**config.mk**
```make
export PLATFORM = sky130hd
export DESIGN_NAME = tape_in_cond
export DESIGN_NICKNAME = d
export VERILOG_FILES = /design/src/rtl/tape_pkg.sv /design/src/rtl/tape_glitch_filter.sv /design/src/rtl/tape_in_cond.sv
export SDC_FILE = /design/constraint.sdc
export NUM_CORES = 1
export LEC_CHECK = 0
export ABC_CLOCK_PERIOD_IN_PS = 2000
export BUFFER_PORTS_ARGS = -buffer_cell sky130_fd_sc_hd__buf_2
export CAP_MARGIN = 30
export CORE_UTILIZATION = 53
export DETAILED_ROUTE_END_ITERATION = 8
export PLACE_DENSITY = 0.78
export SLEW_MARGIN = 5
export SYNTH_ARGS = -nofsm -noshare
export SYNTH_HDL_FRONTEND = slang
export SYNTH_HIERARCHICAL = 1
export SYNTH_SLANG_ARGS = --single-unit
```
**constraint.sdc**
```tcl
create_clock -name clk42m -period 2 [get_ports clk42m]
set_input_delay 0.1 -clock clk42m [delete_from_list [all_inputs] [get_ports clk42m]]
set_output_delay 0.1 -clock clk42m [all_outputs]
set_load 0.05 [all_outputs]
```
**src/rtl/tape_pkg.sv**
```systemverilog
// Shared definitions for the cassette-input conditioner.
// Holds the carrier-detect FSM state type and the default timing
// constants for a 42 MHz system clock.
package tape_pkg;

  // Carrier-detect FSM states.
  typedef enum logic [1:0] {
    IDLE = 2'd0,
    SEEK = 2'd1,
    LOCK = 2'd2
  } tape_state_t;

  // Default timings at 42 MHz.
  localparam int DEF_SYNC_STAGES = 2;
  localparam int DEF_FILT_LEN    = 16;
  localparam int DEF_CNT_W       = 18;
  localparam int DEF_MIN_W       = 400;      // ~9.5 us
  localparam int DEF_MAX_W       = 120000;   // ~2.9 ms
  localparam int DEF_LOCK_PULSES = 8;
  localparam int DEF_TIMEOUT     = 168000;   // 4 ms without an edge

endpackage

```
**src/rtl/tape_glitch_filter.sv**
```systemverilog
// Synchroniser plus stable-count glitch filter for the raw tape pin.
// Latency: SYNC_STAGES + FILT_LEN clocks from a held raw change to clean.
// No backpressure; flip is a combinational look-ahead of the next clean change.
//
// Ports:
//   clk42m, reset_n : clock, asynchronous active-low reset
//   din             : asynchronous raw input
//   clean           : filtered level (registered)
//   flip            : high in the cycle before clean toggles
module tape_glitch_filter #(
  parameter int SYNC_STAGES = 2,
  parameter int FILT_LEN    = 16
) (
  input  logic clk42m,
  input  logic reset_n,
  input  logic din,
  output logic clean,
  output logic flip
);

  localparam int FCW = (FILT_LEN > 1) ? $clog2(FILT_LEN) : 1;
  localparam logic [FCW-1:0] STABLE_LAST = FCW'(FILT_LEN - 1);

  logic [SYNC_STAGES-1:0] sync_q;
  logic                   s;
  logic [FCW-1:0]         stable_q;

  assign s = sync_q[SYNC_STAGES-1];

  // The synchronised level has disagreed with clean for FILT_LEN clocks
  // (counting this one), so clean takes the new level at the next edge.
  assign flip = (s != clean) && (stable_q == STABLE_LAST);

  always_ff @(posedge clk42m or negedge reset_n) begin
    if (!reset_n) begin
      sync_q   <= '0;
      stable_q <= '0;
      clean    <= 1'b0;
    end else begin
      sync_q <= {sync_q[SYNC_STAGES-2:0], din};
      if (s == clean) begin
        stable_q <= '0;
      end else if (flip) begin
        clean    <= s;
        stable_q <= '0;
      end else begin
        stable_q <= stable_q + 1'b1;
      end
    end
  end

endmodule

```
**src/rtl/tape_in_cond.sv**
```systemverilog
// Cassette-input conditioner: clean level, edge strobes, edge-to-edge
// width measurement and carrier detection for the tape port.
// Latency: strobes SYNC_STAGES+FILT_LEN clocks after a held raw change;
// no backpressure (strobes are single-cycle, consumer must sample them).
//
// Ports:
//   clk42m, reset_n : 42 MHz clock, asynchronous active-low reset
//   enable          : motor/input enable; 0 parks FSM in IDLE, hides strobes
//   cass_raw        : asynchronous tape input
//   cass_clean      : filtered level (tracks regardless of enable)
//   edge_rise/fall  : one-cycle strobes on clean transitions
//   pulse_width     : clocks between the last two gated edges
//   pulse_valid     : one-cycle strobe, pulse_width updated
//   carrier         : carrier present (FSM in LOCK)
module tape_in_cond
  import tape_pkg::*;
#(
  parameter int SYNC_STAGES = DEF_SYNC_STAGES,
  parameter int FILT_LEN    = DEF_FILT_LEN,
  parameter int CNT_W       = DEF_CNT_W,
  parameter int MIN_W       = DEF_MIN_W,
  parameter int MAX_W       = DEF_MAX_W,
  parameter int LOCK_PULSES = DEF_LOCK_PULSES,
  parameter int TIMEOUT     = DEF_TIMEOUT
) (
  input  logic             clk42m,
  input  logic             reset_n,
  input  logic             enable,
  input  logic             cass_raw,
  output logic             cass_clean,
  output logic             edge_rise,
  output logic             edge_fall,
  output logic [CNT_W-1:0] pulse_width,
  output logic             pulse_valid,
  output logic             carrier
);

  localparam int GW = $clog2(LOCK_PULSES + 1);
  localparam logic [GW-1:0]    GOOD_MAX  = GW'(LOCK_PULSES);
  localparam logic [GW-1:0]    GOOD_LAST = GW'(LOCK_PULSES - 1);
  localparam logic [CNT_W-1:0] CNT_MAX   = '1;
  localparam logic [31:0]      MIN_U     = 32'(MIN_W);
  localparam logic [31:0]      MAX_U     = 32'(MAX_W);
  localparam logic [31:0]      TIMEOUT_U = 32'(TIMEOUT);

  logic             flip;
  logic             edge_g;
  logic [CNT_W-1:0] cnt_q;
  logic [31:0]      cnt_ext;
  logic             in_range;
  logic             timed_out;

  tape_state_t   state_q, state_d;
  logic [GW-1:0] good_q, good_d;

  tape_glitch_filter #(
    .SYNC_STAGES (SYNC_STAGES),
    .FILT_LEN    (FILT_LEN)
  ) u_filt (
    .clk42m  (clk42m),
    .reset_n (reset_n),
    .din     (cass_raw),
    .clean   (cass_clean),
    .flip    (flip)
  );

  // Only edges seen while enabled count as strobes, widths or FSM events.
  assign edge_g = flip & enable;

  // cnt_q is the width about to be latched, so range check and timeout
  // both look at it directly rather than at pulse_width.
  assign cnt_ext   = 32'(cnt_q);
  assign in_range  = (cnt_ext >= MIN_U) && (cnt_ext <= MAX_U);
  assign timed_out = (cnt_ext >= TIMEOUT_U);

  // Period counter, strobes and width register.
  always_ff @(posedge clk42m or negedge reset_n) begin
    if (!reset_n) begin
      cnt_q       <= '0;
      pulse_width <= '0;
      pulse_valid <= 1'b0;
      edge_rise   <= 1'b0;
      edge_fall   <= 1'b0;
    end else begin
      // clean is about to flip, so its current value gives the direction.
      edge_rise   <= edge_g & ~cass_clean;
      edge_fall   <= edge_g &  cass_clean;
      pulse_valid <= edge_g;
      if (edge_g) begin
        pulse_width <= cnt_q;
        cnt_q       <= CNT_W'(1);
      end else if (cnt_q != CNT_MAX) begin
        cnt_q <= cnt_q + 1'b1;
      end
    end
  end

  // Carrier FSM state register.
  always_ff @(posedge clk42m or negedge reset_n) begin
    if (!reset_n) begin
      state_q <= IDLE;
      good_q  <= '0;
    end else begin
      state_q <= state_d;
      good_q  <= good_d;
    end
  end

  // Carrier FSM next state. An edge in the same cycle as a timeout wins.
  always_comb begin
    state_d = state_q;
    good_d  = good_q;
    if (!enable) begin
      state_d = IDLE;
      good_d  = '0;
    end else begin
      case (state_q)
        IDLE: begin
          good_d = '0;
          // Seed edge: its width is stale and deliberately ignored.
          if (edge_g) state_d = SEEK;
        end
        SEEK: begin
          if (edge_g) begin
            if (in_range) begin
              if (good_q != GOOD_MAX) good_d = good_q + 1'b1;
              if (good_q >= GOOD_LAST) state_d = LOCK;
            end else begin
              good_d = '0;
            end
          end else if (timed_out) begin
            state_d = IDLE;
            good_d  = '0;
          end
        end
        LOCK: begin
          // Out-of-range widths are tolerated once locked.
          if (!edge_g && timed_out) begin
            state_d = IDLE;
            good_d  = '0;
          end
        end
        default: begin
          state_d = IDLE;
          good_d  = '0;
        end
      endcase
    end
  end

  assign carrier = (state_q == LOCK);

endmodule
```
## After elaboration in Yosys (flattened, before gate mapping)

Index checks and enable logic that the tools add are counted.

| cells by class | value |
|---|---|
| $add $sub $neg | 3 |
| bitwise gates (word level) | 5 |
| shift-type cells | 0 |
| multiply operators | 0 |
| div/mod/pow operators | 0 |
| reduce and logical (&&, ||, !) cells | 9 |
| equality and inequality tests | 13 |
| mux-type cells | 19 |
| magnitude comparators | 4 |

Operators by type and width:

| cell | number |
|---|---|
| $mux W18 | 2 |
| $mux W4 | 8 |
| $add A18 B1 Y18 const B | 1 |
| $ge A18 B18 Y1 const B | 1 |
| $ge A18 B9 Y1 const B | 1 |
| $le A18 B17 Y1 const B | 1 |
| $ne A18 B18 Y1 const B | 1 |
| $ne A4 B4 Y1 const B | 4 |
| $mux W2 | 7 |
| $add A4 B1 Y4 const B | 2 |
| $pmux W4 S2 | 1 |
| $pmux W2 S3 | 1 |
| $ne A5 B5 Y1 const B | 1 |
| $reduce_and A5 Y1 | 1 |
| $eq A4 B4 Y1 const B | 1 |
| $ge A4 B3 Y1 const B | 1 |
| $and A1 B1 Y1 | 3 |
| $logic_and A1 B1 Y1 | 3 |
| $ne A3 B2 Y1 const B | 1 |
| $ne A3 B3 Y1 const B | 1 |
| $reduce_and A3 Y1 | 1 |
| $eq A2 B1 Y1 const B | 1 |
| $eq A2 B2 Y1 const B | 1 |
| $logic_not A2 Y1 | 1 |
| other kinds (6) | 7 |

| word-level totals | value |
|---|---|
| memory bits (writable) | 0 |
| bits in read-only memories | 0 |
| register bits after elaboration | 52 |
| bits in latches | 0 |
| memories | 0 |

## Depth between registers and ports, before layout

Gate-level depths: netlist of the first run.

| depth | value |
|---|---|
| depth after elaboration | 8 |
| gate-level depth with buffers | 10 |
| depth with buffers taken out | 9 |

## Hierarchy

The synthesis of the first run kept the hierarchy.

By module, submodules not included:

| module | area each (µm²) | seq. area each (µm²) | times used | cells each |
|---|---|---|---|---|
| tape_in_cond | 2377.3 | 1126.1 | 1 | 263 |
| tape_glitch_filter | 274.0 | 175.2 | 1 | 19 |

## Least setup slack after synthesis of the first run

Ideal clock, no wire load.

| timing path | value |
|---|---|
| kind | register -> register |
| from | reg u_filt.clean |
| to | reg good_q[0] |
| path buffers | 1 |
| arrival time | 2100 ps |
| path slack | -188 ps |
| setup time | 87 ps |
| cell stages (with the launch flop) | 10 |
| path through | dfrtp_1 xnor2_1 nor2_1 nand2_1 inv_2 nand2_1 nor2b_1 clkbuf_1 nand3_1 a22oi_1 |

| between the ends | value |
|---|---|
| cells in the longest elaborated chain, start to end | 7 |

RTL lines:

| what | RTL line | source |
|---|---|---|
| start, declared | tape_glitch_filter.sv:17 | `output logic clean,` |
| start signal, assigned | tape_glitch_filter.sv:44 | `clean <= s;` |
| $ne A1 B1 Y1 * | tape_glitch_filter.sv:32 | `assign flip = (s != clean) && (stable_q == STABLE_LAST);` |
| $logic_and A1 B1 Y1 * | tape_glitch_filter.sv:32 |  |
| via flip | tape_in_cond.sv:46 | `logic flip;` |
| $and A1 B1 Y1 * | tape_in_cond.sv:68 | `assign edge_g = flip & enable;` |
| $logic_not A1 Y1 | tape_in_cond.sv:138 | `if (!edge_g && timed_out) begin` |
| $logic_and A1 B1 Y1 | tape_in_cond.sv:138 |  |
| $ne A3 B2 Y1 (no line) | n/a |  |
| $reduce_and A3 Y1 (no line) | n/a |  |
| end signal, assigned | tape_in_cond.sv:105 | `good_q <= good_d;` |
| end, declared | tape_in_cond.sv:54 | `logic [GW-1:0] good_q, good_d;` |

The timed path passes the listed nets; every way through them passes the cells marked *.
A chain may end at the register's enable or synchronous reset.

## Final worst setup path of the first run

| timing path | value |
|---|---|
| from | reg cnt_q[17] |
| to | reg state_q[0] |

| between the ends | value |
|---|---|
| cells in the longest elaborated chain, start to end | 4 |

RTL lines:

| what | RTL line | source |
|---|---|---|
| start, declared | tape_in_cond.sv:48 | `logic [CNT_W-1:0] cnt_q;` |
| start signal, assigned | tape_in_cond.sv:93 | `cnt_q <= cnt_q + 1'b1;` |
| $ge A18 B9 Y1 (tied with other cells) | tape_in_cond.sv:73 | `assign in_range = (cnt_ext >= MIN_U) && (cnt_ext <= MAX_U);` |
| $logic_and A1 B1 Y1 (on tied branches) | tape_in_cond.sv:73, tape_in_cond.sv:138 |  |
| $ne A4 B4 Y1 (no line) / $ne A3 B2 Y1 (equally long branches) | n/a |  |
| $reduce_and A5 Y1 (no line) * | n/a |  |
| end signal, assigned | tape_in_cond.sv:104 | `state_q <= state_d;` |
| end, declared | tape_in_cond.sv:53 | `tape_state_t state_q, state_d;` |

Every way passes the cells marked *; elsewhere a longest branch is shown, timed or not.

==> results.txt, run 1 <==
----------------------------------------------------
[Finish]
  Final cell count without fillers ... 375
  Diodes inserted ... 0
  Proportion of layout cells with a drive suffix above 1 ... 20.1%
  # nets final ... 316
  Post-layout utilization of the core ... 62.5%
  Area growth from synthesis to final layout ... 12.1%
  Fill cell total of the finished layout ... 407

[Floorplanning]
  Die Area ... 5290 sq um
  Floorplan row count ... 25
  Initial Utilization ... 55.8%
  Core ar. ... 4750 sq um
  I/O pin count ... 27
  Die boundary width ... 72.7 um
  Height of the chip ... 72.7 um

[Global route]
  Global-route wire length before repair ... 9420 um
  Overflow after GRT ... 0
  Initial antenna violation count ... 0
  Largest net degree at the start of global routing ... 32
  Via count of the first global-routing pass ... 2044
  Overall track demand over capacity in global routing ... 23.3%

[Power and ir drop]
  Power density cells ... 610 nW/um^2
  Leakage ... 1.39 nW
  Total Power Consumption ... 0.00181 W
  VDD IR-drop max ... 0.600 mV

[Setup path]
  Maximum fanout along the worst path ... 9
  Worst reg2reg endpoint ... state_q[0]$_DFFE_PN0P_
  Register-to-Register Setup Slack ... 0.11 ns
  Category of the critical setup timing path ... register to register
  Worst stage delay on the critical path ... 0.50 ns
  Crit. Startpoint ... cnt_q[17]$_DFFE_PN0P_
  Worst path arrival time ... 2.10 ns
  Critical Path Sink Type ... register
  Crit path to ... state_q[0]$_DFFE_PN0P_
  Required time at the endpoint of the critical path ... 2.21 ns
  Critical Path Source Type ... register
  Reg-to-Reg Start ... cnt_q[17]$_DFFE_PN0P_
  Cells on worst reg2reg path ... 5
  Crit path max-delay cell type ... dfrtp_1
  CP cell instances ... nor3_2 -> or3b_1 -> o22ai_4 -> a31oi_1 -> a31o_1

[Synthesis]
  Synthesized-area fraction occupied by ao, oa, aoi and oai cells ... 11.6%
  Synth Warn # ... 6
  Instance count of the mapped netlist ... 282
  Ys flop type ... dfrtp_1
  Net count after synthesis ... 291
  Fraction of the yosys area taken by sequential cells ... 49.1%
  Number of distinct library cell variants in the gate-level netlist after synthesis ... 52
  XOR/XNOR Fraction of Synth Area ... 4.29%
  Share of cell area taken by muxes after synthesis ... 0.944%
  Fraction of the mapped netlist area in simple logic gates ... 25.2%
  Fraction of registers with async set/reset ... 100%
  Post-synthesis share of cell area spent on full adders, half adders and majority gates ... 2.36%
  Area of the mapped netlist ... 2650 sq um
  Flops & latches, synth ... 52
  Synth Area per Inst ... 9.40 sq um
  Largest family of logic cells by synthesized area ... simple AND/OR/NAND/NOR gates
  Post-synth EDFFs ... 0

[STA]
  Post-Route Skew ... 0.00421 ns
  Final-report setup violation count ... 0
  Slew of the pin with the lowest slew margin ... 0.591 ns
  Remaining max-slew budget at the tightest pin ... 60.6%
  Pins over their slew limit ... 0
  Final critical-path share of the clock period ... 94.5%
  Fin crit period ... 1.89 ns
  FMAX ... 529 MHz
  Fin. Hold Viols ... 0
  Setup slack of the critical path after layout ... 0.109 ns

[Run status]
  Result of the run ... completed

[Run]
  Max_cap viols ... 0

[Route]
  DRC violations left ... 0
  First-pass iteration count of the detailed router ... 4
  Total number of vias ... 2121
  Wire length after detailed routing ... 5500 um
  Number of vias per cell after detailed routing ... 5.66
  Number of antenna-violating nets in the routed design ... 0
  Initial detailed-routing violation count ... 180
  Avg WL per Cell ... 14.7 um

[Clock tree]
  Clock edge transition at the registers on the reported setup and hold paths ... 0.09 ns
  CTS tree ... built
  Clock Path Buffers ... 2
  Root buffer cell ... clkbuf_8
  Clock insertion delay at the later pin of the skew report ... 0.31 ns
  Number of post-CTS setup repair buffers ... 0
  Total CTS buffers ... 5
  Depth of the CTS H-tree ... 2
  Count of clock tree sinks ... 52

[Placement]
  HPWL reported at the end of detailed placement ... 3800 um
  Dpl cells ... 365
  Number of port buffers ... 26
  Placer Congestion ... 0.871
  Placement-stage worst setup slack ... 0.0135 ns

[Worst hold path]
  Class of the tightest hold or removal check ... input port to register

----------------------------------------------------
[worst min-delay path by stage]
stage             from                           end  slack, ns  cells past startpoint
6_report        enable         good_q[2]$_DFFE_PN0P_       0.13                      3
3_5_place_dp   reset_n  u_filt/stable_q[2]$_DFF_PN0_       0.13                      1
3_3_place_gp   reset_n  u_filt/stable_q[3]$_DFF_PN0_       0.12                      1
2_1_floorplan  reset_n          cnt_q[0]$_DFFE_PN0P_      -0.20                      0
4_1_cts         enable         good_q[2]$_DFFE_PN0P_       0.13                      3
5_1_grt         enable         good_q[2]$_DFFE_PN0P_       0.14                      3
[kinds of logic (layout without fill, tap and decap cells)]
kind of cell	after synthesis	count (layout)
AND/OR/NAND/NOR	137	137
multiplexers	2	2
AO/OA/AOI/OAI	44	44
XOR/XNOR	13	13
adder cells (fa/ha/maj)	5	5
buffers and inverters	29	55
flip-flops	52	52
[critical path: cells and delay by family (launching register included)]
family           cells  cell delay, ns
flip-flops           1            0.50
AO/OA/AOI/OAI        3            0.58
AND/OR/NAND/NOR      2            0.71
[per-layer routing]
layer | global-route usage [%] | wire [um]
met1 | 28.2 | 2400
met2 | 40.1 | 2840
met3 | 5.66 | 175
met4 | 8.93 | 87
met5 | 0 | 0
[state kept, by name (all words and copies together) (netlist names)]
| name | cells |
|---|---|
| cnt_q | 18 |
| edge_fall | 1 |
| edge_rise | 1 |
| good_q | 4 |
| pulse_valid | 1 |
| pulse_width | 18 |
| state_q | 2 |
| u_filt/clean | 1 |
| u_filt/stable_q | 4 |
| u_filt/sync_q | 2 |
[report_power, final]
group	leakage, nW	switching (W)	internal [W]
Combinational	0.647	0.0000472	0.0000367
Clock	0.0510	0.000339	0.000277
Sequential	0.688	0.0000401	0.00107
[Yosys cell counts (all sizes together), types with 5 or more instances]
cell type | count | share of area, %
xnor2 | 13 | 4.3
ha | 5 | 2.4
nor2 | 21 | 3.0
dfrtp | 52 | 49
inv | 10 | 1.4
o21ai | 8 | 1.5
nand2 | 59 | 8.4
nand4 | 6 | 1.4
clkbuf | 16 | 4.2
nor3 | 8 | 1.7
a21oi | 10 | 1.9
nor2b | 6 | 1.4
a211oi | 7 | 2.0
nand3 | 18 | 3.8
[through the flow]
stage	hold slack [ns]	setup TNS, ns	area (sq um)
global placement	0.122	0	2820
detailed placement	0.134	0	2820
global route	0.143	-0.00561	2970
finish	0.130	0	2970
CTS	0.130	0	2930
floorplan	-0.196	0	2660
[area by class of cell]
type	instances	area (sq um)	share of cell area (%)
Multi-Input combinational cell	201	1230	41.2
Timing Repair Buffer	37	230	7.74
Clock inverter	2	10.0	0.337
Clock buffer	6	82.6	2.78
Inverter	10	37.5	1.26
Tap cell	67	83.8	2.82
Sequential cell	52	1300	43.8
[what timing repair did]
action / in CTS / in global routing
hold buffers: 2 / 0
gates cloned: 0 / 0
setup endpoints to repair: 1 / 6
gates resized for setup: 1 / 8
endpoints found under the hold margin: 25 / 0
[cell usage in the layout (no fill, tap or decap), types with 2 or more instances in the layout]
master,instances
nor2_1,20
or3_4,2
nor3_2,2
clkbuf_8,6
nor2b_1,5
a211oi_1,7
nand3_2,2
nand3_1,16
dlygate4sd3_1,2
a21oi_1,10
a2111oi_2,2
xnor2_1,13
o21ai_0,8
a21o_1,2
dfrtp_1,51
or2_2,2
a31oi_1,3
clkinv_2,2
nor4_1,2
nor3_1,6
nand4_1,6
nand2_1,59
buf_2,26
ha_1,4
inv_1,9
buf_4,8
o31ai_1,2
Note: power is estimated with default switching activity, not from simulation.
==> run 2, diff against run 1 <==
Settings changed: ABC_CLOCK_PERIOD_IN_PS 2000 to 2100, CORE_UTILIZATION 53 to 58, PLACE_DENSITY 0.78 to 0.81.
Clock period 2 ns to 2.1 ns, I/O delays scaled along.
==> run 2 against run 1 <==
- via count is 1.8% lower
- clock skew is 0.0013 ns higher
- core utilization is 3.9 points higher
- power is 5.8% lower
- first-iteration DRC count is 35% lower
- worst setup slack better by 0.064 ns
==> results.txt, run 2 (synthesis gave the netlist of run 1 again) <==
----------------------------------------------------
[Finish]
  Most common library cell in the layout ignoring fill and taps ... nand2_1
  # nets final ... 315
  Fill cell total of the finished layout ... 367
  Final cell count without fillers ... 359
  Diodes inserted ... 0
  Proportion of layout cells with a drive suffix above 1 ... 17.9%
  Registers with the highest flip-flop counts ... cnt_q x18, pulse_width x18
  Area growth from synthesis to final layout ... 9.86%
  Most frequent cells in the layout ... nand2_1, dfrtp_1, buf_2

[STA]
  Pins over their slew limit ... 0
  TNS Setup ... 0 ns
  Unrepaired setup endpoints after global routing ... no
  Final-report setup violation count ... 0
  Slew of the pin with the lowest slew margin ... 0.622 ns
  Remaining max-slew budget at the tightest pin ... 58.5%
  Fin. Hold Viols ... 0
  Post-Route Skew ... 0.00549 ns
  FMAX ... 519 MHz
  Final critical-path share of the clock period ... 91.7%
  Fin crit period ... 1.93 ns

[Worst hold path]
  Class of the tightest hold or removal check ... input port to register

[Power and ir drop]
  VDD IR-drop max ... 0.352 mV
  Net switching power figure ... 0.000414 W
  Power density cells ... 586 nW/um^2
  Sequential fraction of design power ... 62.2%
  Clk pwr share ... 33.1%
  Logic pwr share ... 4.6%
  Cell-internal power ... 0.00129 W
  Switching portion of total power ... 24.2%
  Leakage ... 1.37 nW

[Clock tree]
  CTS tree ... built
  Number of post-CTS setup repair buffers ... 0
  Depth of the CTS H-tree ... 2
  Count of clock tree sinks ... 52
  Clock edge transition at the registers on the reported setup and hold paths ... 0.09 ns
  Clock insertion delay at the later pin of the skew report ... 0.30 ns
  Clock Path Buffers ... 2
  Root buffer cell ... clkbuf_8
  Total CTS buffers ... 5

[Route]
  Number of vias per cell after detailed routing ... 5.80
  Total number of vias ... 2082
  Number of antenna-violating nets in the routed design ... 0
  Avg WL per Cell ... 14.4 um
  Initial detailed-routing violation count ... 117
  First-pass iteration count of the detailed router ... 5
  Wire length after detailed routing ... 5180 um
  DRC violations left ... 0

[Global route]
  Global-route wire length before repair ... 9100 um
  Via count of the first global-routing pass ... 2051
  Largest net degree at the start of global routing ... 32
  Overflow after GRT ... 0
  Overall track demand over capacity in global routing ... 23.5%
  Initial antenna violation count ... 0

[Floorplanning]
  Height of the chip ... 69.6 um
  Die boundary width ... 69.6 um
  Initial Utilization ... 60.5%
  Core ar. ... 4380 sq um
  Floorplan row count ... 24
  Die Area ... 4850 sq um
  I/O pin count ... 27

[Run]
  Max_cap viols ... 0

[Placement]
  Placer Congestion ... 0.861
  Number of port buffers ... 26
  Dpl cells ... 349
  HPWL reported at the end of detailed placement ... 3640 um

[Setup path]
  Maximum fanout along the worst path ... 8
  Critical Path Source Type ... register
  Category of the critical setup timing path ... register to register
  Critical Path Sink Type ... register
  Worst path arrival time ... 2.16 ns
  Required time at the endpoint of the critical path ... 2.33 ns

[Run status]
  Result of the run ... completed

----------------------------------------------------
==> run 2: repair_timing <==
| action | CTS | global route |
|---|---|---|
| setup endpoints to repair | 0 | 4 |
| gates resized for setup | 0 | 2 |
| hold buffers | 2 | 0 |
| hold endpoints to repair | 26 | 0 |
==> run 2: stage by stage <==
step | total power, W | hold WS, ns | worst slack [ns] | util [%] | area, sq um
after global routing | 0.00177 | 0.157 | 0.00664 | 66.4 | 2910
after global placement | 0.00115 | 0.151 | 0.113 | 63.8 | 2800
after floorplan | 0.00111 | -0.191 | 0.0729 | - | 2650
final | 0.00171 | 0.136 | 0.174 | 66.4 | 2910
after CTS | 0.00173 | 0.130 | 0.00469 | 66.3 | 2910
after detailed placement | 0.00116 | 0.157 | 0.0267 | 63.8 | 2800
==> run 2: final timing paths <==
kind                                            start                    endpoint  slack, ns  cells after the start
setup / recovery                 cnt_q[0]$_DFFE_PN0P_       cnt_q[12]$_DFFE_PN0P_       0.17                      5
hold / removal                                 enable       good_q[2]$_DFFE_PN0P_       0.14                      3
setup reg to reg                 cnt_q[0]$_DFFE_PN0P_       cnt_q[12]$_DFFE_PN0P_       0.17                      5
hold reg to reg            u_filt/sync_q[0]$_DFF_PN0_  u_filt/sync_q[1]$_DFF_PN0_       0.36                      0
max in group asynchronous                     reset_n  pulse_width[4]$_DFFE_PN0P_       1.20                      3
min in group asynchronous                     reset_n         edge_rise$_DFF_PN0_       0.34                      2
==> run 2: routing by layer <==
metal / track usage, % / wire length [um] / vias up
met5: 0 / 0 / -
met4: 10.2 / 51 / 0
met3: 3.63 / 192 / 5
met2: 40.9 / 2630 / 48
met1: 29.0 / 2310 / 1013
li1: - / - / 1016
==> run 2: final cells by class <==
class,instances,area (sq um),share of cell area (%)
well taps,52,65.1,2.23
flip-flops and latches,52,1300,44.7
clock buffers,6,72.6,2.49
inverters,10,37.5,1.29
multi-input cells,201,1180,40.6
clock inverters,2,16.3,0.558
repair buffers,36,235,8.08
==> run 2: worst max-delay path: stages (launching register included) <==
cell and delay [ns]:
dfrtp_1 0.42, ha_1 0.21, nand2_1 0.12, or3_1 0.45
or4_1 0.51, a21oi_1 0.15
==> run 2: power groups by stage <==
stage	Sequential (W)	Combinational, W	Clock [W]
2_1_floorplan	0.00107	0.0000401	0
3_3_place_gp	0.00108	0.0000728	0
3_5_place_dp	0.00108	0.0000779	0
4_1_cts	0.00106	0.0000812	0.000581
5_1_grt	0.00107	0.0000898	0.000613
6_report	0.00106	0.0000792	0.000566
